<file path="src/rtl/tone_decoder.sv">
// tone_decoder
//   Measures the period of an incoming square wave on sys_clk and decodes it
//   into the 12-bit {high, med, low} note code used by the score ROM. The
//   reference table is fixed for a 100 MHz sys_clk.
//
//   Optional build macro: TONE_DEC_GLITCH_FILTER_EN
//     defined   - the synchronized input only changes level after holding the
//                 new value for FILTER_LEN consecutive cycles (edge latency
//                 becomes 3 + FILTER_LEN cycles).
//     undefined - the synchronizer output feeds edge detect directly.
//
//   Ports
//     sys_clk      in   system clock
//     rst          in   synchronous active-high reset (clears every flop)
//     tone_in      in   asynchronous square-wave input
//     note_code    out  {high[11:8], med[7:4], low[3:0]}, one nibble 1..7 or all 0
//     note_valid   out  note_code holds a confirmed note
//     new_note     out  one-cycle pulse when note_code takes a new confirmed value
//     period       out  last measured period in sys_clk cycles
//     period_valid out  one-cycle pulse when period updates
//
//   state  | meaning
//   IDLE   | no tone; waiting for the first rising edge
//   ARMED  | counting cycles since the last edge; next edge captures a period
//   SEARCH | comparing the captured period to one table entry per cycle
//   DECIDE | updating the match streak and, when stable, the reported note
module tone_decoder #(
  parameter int unsigned CLK_HZ      = 100_000_000,
  parameter int unsigned TIMEOUT_CYC = 1_000_000,
  parameter int unsigned STABLE_CNT  = 3,
  parameter int unsigned FILTER_LEN  = 16
) (
  input  logic        sys_clk,
  input  logic        rst,
  input  logic        tone_in,
  output logic [11:0] note_code,
  output logic        note_valid,
  output logic        new_note,
  output logic [19:0] period,
  output logic        period_valid
);

  typedef enum logic [1:0] {IDLE, ARMED, SEARCH, DECIDE} state_t;

  localparam logic [19:0] TIMEOUT_V = 20'(TIMEOUT_CYC);
  localparam logic [3:0]  STABLE_V  = 4'(STABLE_CNT);
  localparam logic [4:0]  LAST_IDX  = 5'd20;

  // CLK_HZ is documentation only; FILTER_LEN is idle in the default build.
  logic unused_cfg;
  assign unused_cfg = ^{CLK_HZ, FILTER_LEN};

  state_t      state;
  logic        sync1, sync2, lvl, lvl_d, rise;
  logic [19:0] cnt;
  logic [4:0]  idx, hit_idx, cand;
  logic        hit, cand_ok;
  logic [3:0]  streak, streak_nxt;
  logic [19:0] ref_cur;
  logic signed [20:0] diff;
  logic [20:0] adiff, tol;
  logic        match;
  logic [11:0] hit_code;

  function automatic logic [19:0] ref_period(input logic [4:0] i);
    ref_period = 20'd0;
    case (i)
      5'd0:  ref_period = 20'd382219;
      5'd1:  ref_period = 20'd340529;
      5'd2:  ref_period = 20'd303370;
      5'd3:  ref_period = 20'd286344;
      5'd4:  ref_period = 20'd255102;
      5'd5:  ref_period = 20'd227273;
      5'd6:  ref_period = 20'd202478;
      5'd7:  ref_period = 20'd191110;
      5'd8:  ref_period = 20'd170265;
      5'd9:  ref_period = 20'd151685;
      5'd10: ref_period = 20'd143172;
      5'd11: ref_period = 20'd127551;
      5'd12: ref_period = 20'd113636;
      5'd13: ref_period = 20'd101239;
      5'd14: ref_period = 20'd95555;
      5'd15: ref_period = 20'd85132;
      5'd16: ref_period = 20'd75843;
      5'd17: ref_period = 20'd71586;
      5'd18: ref_period = 20'd63776;
      5'd19: ref_period = 20'd56818;
      5'd20: ref_period = 20'd50619;
      default: ref_period = 20'd0;
    endcase
  endfunction

  // Table index to note code: 0..6 low nibble, 7..13 med, 14..20 high.
  function automatic logic [11:0] idx_code(input logic [4:0] i);
    idx_code = 12'h000;
    if (i < 5'd7)       idx_code = {8'h00, 1'b0, 3'(i + 5'd1)};
    else if (i < 5'd14) idx_code = {4'h0, 1'b0, 3'(i - 5'd6), 4'h0};
    else if (i < 5'd21) idx_code = {1'b0, 3'(i - 5'd13), 8'h00};
  endfunction

  always_ff @(posedge sys_clk) begin
    if (rst) begin
      sync1 <= 1'b0;
      sync2 <= 1'b0;
      lvl_d <= 1'b0;
    end else begin
      sync1 <= tone_in;
      sync2 <= sync1;
      lvl_d <= lvl;
    end
  end

`ifdef TONE_DEC_GLITCH_FILTER_EN
  localparam int FW = (FILTER_LEN > 1) ? $clog2(FILTER_LEN) : 1;
  logic [FW-1:0] flt_cnt;
  logic          flt;

  // flt_cnt counts consecutive cycles the input disagrees with flt; any
  // agreement restarts the count, so short spikes never reach the level.
  always_ff @(posedge sys_clk) begin
    if (rst) begin
      flt     <= 1'b0;
      flt_cnt <= '0;
    end else if (sync2 == flt) begin
      flt_cnt <= '0;
    end else if (flt_cnt == FW'(FILTER_LEN - 1)) begin
      flt     <= sync2;
      flt_cnt <= '0;
    end else begin
      flt_cnt <= flt_cnt + FW'(1);
    end
  end

  assign lvl = flt;
`else
  assign lvl = sync2;
`endif

  assign rise = lvl & ~lvl_d;

  // Tolerance window |period - ref| <= ref/32, with a 21-bit signed difference
  // so the 20-bit operands cannot overflow.
  assign ref_cur  = ref_period(idx);
  assign diff     = $signed({1'b0, period}) - $signed({1'b0, ref_cur});
  assign adiff    = diff[20] ? 21'(-diff) : 21'(diff);
  assign tol      = {6'd0, ref_cur[19:5]};
  assign match    = (adiff <= tol);
  assign hit_code = idx_code(hit_idx);

  always_comb begin
    streak_nxt = 4'd1;
    if (cand_ok && (cand == hit_idx))
      streak_nxt = (streak == 4'hF) ? streak : streak + 4'd1;
  end

  always_ff @(posedge sys_clk) begin
    if (rst) begin
      state        <= IDLE;
      cnt          <= 20'd0;
      idx          <= 5'd0;
      hit          <= 1'b0;
      hit_idx      <= 5'd0;
      cand         <= 5'd0;
      cand_ok      <= 1'b0;
      streak       <= 4'd0;
      note_code    <= 12'h000;
      note_valid   <= 1'b0;
      new_note     <= 1'b0;
      period       <= 20'd0;
      period_valid <= 1'b0;
    end else begin
      new_note     <= 1'b0;
      period_valid <= 1'b0;
      // cnt stops at TIMEOUT_CYC: that value is the tone-loss condition.
      if ((state != IDLE) && (cnt == TIMEOUT_V)) begin
        state      <= IDLE;
        cnt        <= 20'd0;
        note_valid <= 1'b0;
        note_code  <= 12'h000;
        streak     <= 4'd0;
        cand_ok    <= 1'b0;
        cand       <= 5'd0;
      end else begin
        if (rise)
          cnt <= 20'd1;
        else if (state != IDLE)
          cnt <= cnt + 20'd1;

        case (state)
          IDLE: begin
            if (rise) state <= ARMED;
          end
          ARMED: begin
            if (rise) begin
              period       <= cnt;
              period_valid <= 1'b1;
              idx          <= 5'd0;
              state        <= SEARCH;
            end
          end
          SEARCH: begin
            // A new edge mid-search means the captured period is unusable.
            if (rise) begin
              streak  <= 4'd0;
              cand_ok <= 1'b0;
              cand    <= 5'd0;
              state   <= ARMED;
            end else if (match) begin
              hit     <= 1'b1;
              hit_idx <= idx;
              state   <= DECIDE;
            end else if (idx == LAST_IDX) begin
              hit     <= 1'b0;
              state   <= DECIDE;
            end else begin
              idx <= idx + 5'd1;
            end
          end
          DECIDE: begin
            state <= ARMED;
            if (hit) begin
              streak  <= streak_nxt;
              cand    <= hit_idx;
              cand_ok <= 1'b1;
              if ((streak_nxt >= STABLE_V) && (!note_valid || (hit_code != note_code))) begin
                note_code  <= hit_code;
                note_valid <= 1'b1;
                new_note   <= 1'b1;
              end
            end else begin
              streak  <= 4'd0;
              cand_ok <= 1'b0;
              cand    <= 5'd0;
            end
          end
          default: state <= IDLE;
        endcase
      end
    end
  end

endmodule
</file>
<file path="config.mk">
export PLATFORM = sky130hd
export DESIGN_NAME = tone_decoder
export DESIGN_NICKNAME = d
export VERILOG_FILES = /design/src/rtl/tone_decoder.sv
export SDC_FILE = /design/constraint.sdc
export NUM_CORES = 1
export LEC_CHECK = 0
export ABC_AREA = 1
export CAP_MARGIN = 15
export CORE_UTILIZATION = 61
export DETAILED_ROUTE_END_ITERATION = 10
export GPL_TIMING_DRIVEN = 0
export PLACE_DENSITY = 0.85
export SYNTH_ARGS = -nofsm -noshare
export SYNTH_HDL_FRONTEND = slang
export SYNTH_SLANG_ARGS = --single-unit
</file>
<file path="constraint.sdc">
create_clock -name sys_clk -period 6.18 [get_ports sys_clk]
set_input_delay 0.927 -clock sys_clk [delete_from_list [all_inputs] [get_ports sys_clk]]
set_output_delay 0.927 -clock sys_clk [all_outputs]
set_load 0.01 [all_outputs]
</file>
==> impl_summary.txt <==
----------------------------------------------------
[Status]
  Outcome ... finished, final reports clean

[Global route]
  Antenna violations before repair ... 0
  Via count of the first global-routing pass ... 6678
  Overflow left after global routing ... 0
  Wire length of the first global-routing pass ... 31.3 mm
  Pin count of the biggest net entering global routing ... 16
  Total routing usage reported by global routing ... 31.1%

[Routing]
  Total wirelength of the detailed-routed design ... 18.3 mm
  ANT nets after route ... 0
  First-pass DRT Iterations ... 5
  Detail-routed net length per standard cell ... 13.8 um
  Number of vias after detailed routing ... 7338
  Via/cell ratio ... 5.53
  Starting DRC count in detailed routing ... 678
  DRC violation count after routing ... 0

[Timing]
  Hold slack ... 0.410 ns
  Number of hold violations in the final report ... 0
  Post-route clock period utilization ... 91.5%
  Relative slew margins ... 48.7%
  Max Slew Vio Count ... 0
  Setup tns final ... 0 ns
  Worst Skew ... 0.00870 ns
  Peak clock frequency supported by timing ... 177 MHz
  Final number of setup-violating endpoints ... 0
  Setup repair after global routing missed its margin ... false
  Minimum clock period after layout ... 5.65 ns
  Tightest Pin Transition ... 0.767 ns
  Final Worst Setup Slack ... 0.527 ns

[Final layout]
  Final Instance Area ... 7990 sq um
  Final core utilization ... 69.7%
  Diode insertion count for antenna repair ... 0
  Fraction of layout cells with a size suffix above 1 ... 7.26%
  # fillers ... 1023
  Fin nets ... 1239
  Area growth, synth to finish ... 11.0%

[Clocking]
  CTS Buffer Depth ... 2
  Post-CTS Hold Buffers ... 0
  Post CTS Setup Buffer Count ... 0
  Cell at the root of the clock tree ... clkbuf_16
  Number of H-tree levels ... 3
  TritonCTS sink count ... 97
  CTS tree ... built
  Number of buffers added by the clock tree synthesis step ... 9
  Clock network latency to the later pin of the worst-skew pair ... 0.35 ns
  Clock-pin slew reported for the worst setup and hold paths after clock tree synthesis ... 0.06 ns

[Die]
  Initial core utilization ... 62.8%
  Total Die Area ... 12200 sq um
  Boundary Pins ... 38
  Horiz. Die Dim ... 111 um
  Die Ht ... 111 um
  Area of the core ... 11500 sq um
  Floorplan row count ... 39

[Worst setup path]
  Classification of the worst setup path ... flip-flop to flip-flop
  Endpoint required time on the critical path ... 6.46 ns
  Endpoint type of the worst setup path ... flip-flop
  Register-to-register setup slack ... 0.53 ns
  Arrival time reported for the critical path endpoint ... 5.94 ns
  Kind of cell with the highest combined delay on the critical path ... simple AND/OR/NAND/NOR gates
  Setup crit start kind ... flip-flop
  Count of buffering cells on the critical path with inverters included ... 5
  Critical path's most frequent cell ... nand2_1
  Cell at the slowest stage of the critical path ... fa_1
  Largest stage delay on the critical path ... 0.45 ns
  Largest fanout of any net on the critical path ... 6

[Logic synthesis]
  Largest family of logic cells by synthesized area ... simple AND/OR/NAND/NOR gates
  Compound-gate portion of the synthesized area ... 12.8%
  Average footprint of a synthesized cell ... 6.35 sq um
  Xor/xnor cell area share of the yosys netlist ... 3.53%
  Synthesized instance count ... 1135
  EDFF count, synth ... 0
  Post-synthesis instance area ... 7200 sq um
  Synth Area in Simple Gates ... 37.0%
  Synth Register Bits ... 97
  Register area share after synthesis ... 27.0%
  Fraction of synthesis flops using an asynchronous set or reset pin ... 0%
  Most used flip-flop cell after synthesis ... dfxtp_1
  Number of different library cells in the post-synthesis netlist ... 47
  Multiplexer fraction of the synthesized cell area ... 0%
  Synth Area in Adders ... 9.66%
  Count of yosys warnings during synthesis ... 0

[Power and ir drop]
  P_leak ... 0.00390 uW
  Peak supply drop ... 299 uV
  Power per unit of standard cell area ... 417 nW/um^2

[Placed design]
  Worst setup slack after placement ... 0.670 ns
  Detailed Place HPWL ... 14.3 mm
  Total of buffers placed on input and output ports ... 33
  Area after detailed placement ... 7720 sq um
  Weighted congestion at the end of routability-driven global placement ... 0.943

[Worst hold path]
  Type of the tightest min-delay check ... flip-flop to flip-flop

[Run]
  Max-cap viol count ... 0

----------------------------------------------------
## per-layer routing
| metal | part of all wire (%) | track usage (%) | up-vias |
|---|---|---|---|
| li1 | - | - | 3753 |
| met1 | 46 | 42.6 | 3302 |
| met2 | 45 | 49.6 | 256 |
| met3 | 7.0 | 4.92 | 27 |
| met4 | 2.2 | 10.8 | 0 |
| met5 | 0 | 0 | - |
## kinds of logic (layout without fill, tap and decap cells)
family,after synthesis,in the layout
AND/OR/NAND/NOR,602,602
buffers and inverters,181,229
AO/OA/AOI/OAI,170,170
flip-flops,97,97
adder cells (fa/ha/maj),55,55
XOR/XNOR,29,29
other,1,3
## placed cells by master (no fill, tap or decap), drive strengths merged, types with 22 or more instances in the layout
cell	synthesis	layout
ha	54	54
clkdlybuf4s50	0	33
o21ai	63	63
a21oi	81	81
dfxtp	97	97
nand3	102	102
nand2	330	330
xor2	27	27
clkbuf	12	22
nor2	113	113
inv	154	155
## path summary, 6_finish.rpt
path,endpoint,cells after the start,from
setup / recovery,ref_cur[1],39,period[0]
hold / removal,lvl,2,sync1
setup reg to reg,ref_cur[1],39,period[0]
hold reg to reg,lvl,2,sync1
## registers in the layout (all words and copies together) (netlist names), 2 cells and up
register,flops
state,2
streak,4
period,20
cnt,20
cand,5
note_code,9
idx,5
hit_idx,5
ref_cur,19
## metrics by stage
step	power, uW	cells
2_1_floorplan	2330	1137
3_3_place_gp	2750	1313
3_5_place_dp	2780	1313
4_1_cts	3300	1328
5_1_grt	3680	1328
6_report	3330	1328
## layout make-up
type / instances / area (sq um) / area share (%)
timing repair buffer: 33 / 330 / 4.13
inverter: 157 / 591 / 7.39
sequential: 97 / 1940 / 24.3
multi-input combinational: 859 / 4550 / 56.9
clock inverter: 5 / 31.3 / 0.391
clock buffer: 10 / 239 / 2.99
tap: 143 / 179 / 2.24
buffer: 24 / 129 / 1.61
## worst reg2reg max path: cells and delay by family, from the launching register on
family / cells / cell delay, ns
AND/OR/NAND/NOR: 23 / 2.28
adder cells (fa/ha/maj): 4 / 1.22
AO/OA/AOI/OAI: 6 / 1.08
buffers and inverters: 5 / 0.44
flip-flops: 1 / 0.40
XOR/XNOR: 1 / 0.18
## Yosys cell counts (all sizes together), types with 2 or more instances
library cell	n	area, sq um
clkinv	3	12.5
nand3	102	546
a2111oi	2	17.5
a31oi	3	18.8
a21o	4	30.0
o21bai	3	22.5
and2	3	18.8
clkbuf	12	45.0
nand2	330	1300
inv	154	578
a21oi	81	409
xor2	27	236
ha	54	676
nand4	18	113
nor2	113	469
xnor2	2	17.5
nand3b	5	37.5
a211oi	4	30.0
o21ai	63	315
or2	4	25.0
buf	12	83.8
nor3	20	100
nor4	3	18.8
nor3b	4	35.0
dfxtp	97	1940
o31ai	3	22.5
## timing repair
action,in CTS,in global routing
gates resized for setup,0,1
hold endpoints to repair,0,0
endpoints found under the setup margin,0,1
## power breakdown
part	total, uW	switching (uW)	leakage, uW	internal, uW
registers	768	49.3	0.000789	719
logic	2060	1370	0.00298	691
clock network	506	226	0.000135	280
total	3330	1640	0.00390	1690
No activity file was read; power rests on OpenSTA's default activity.
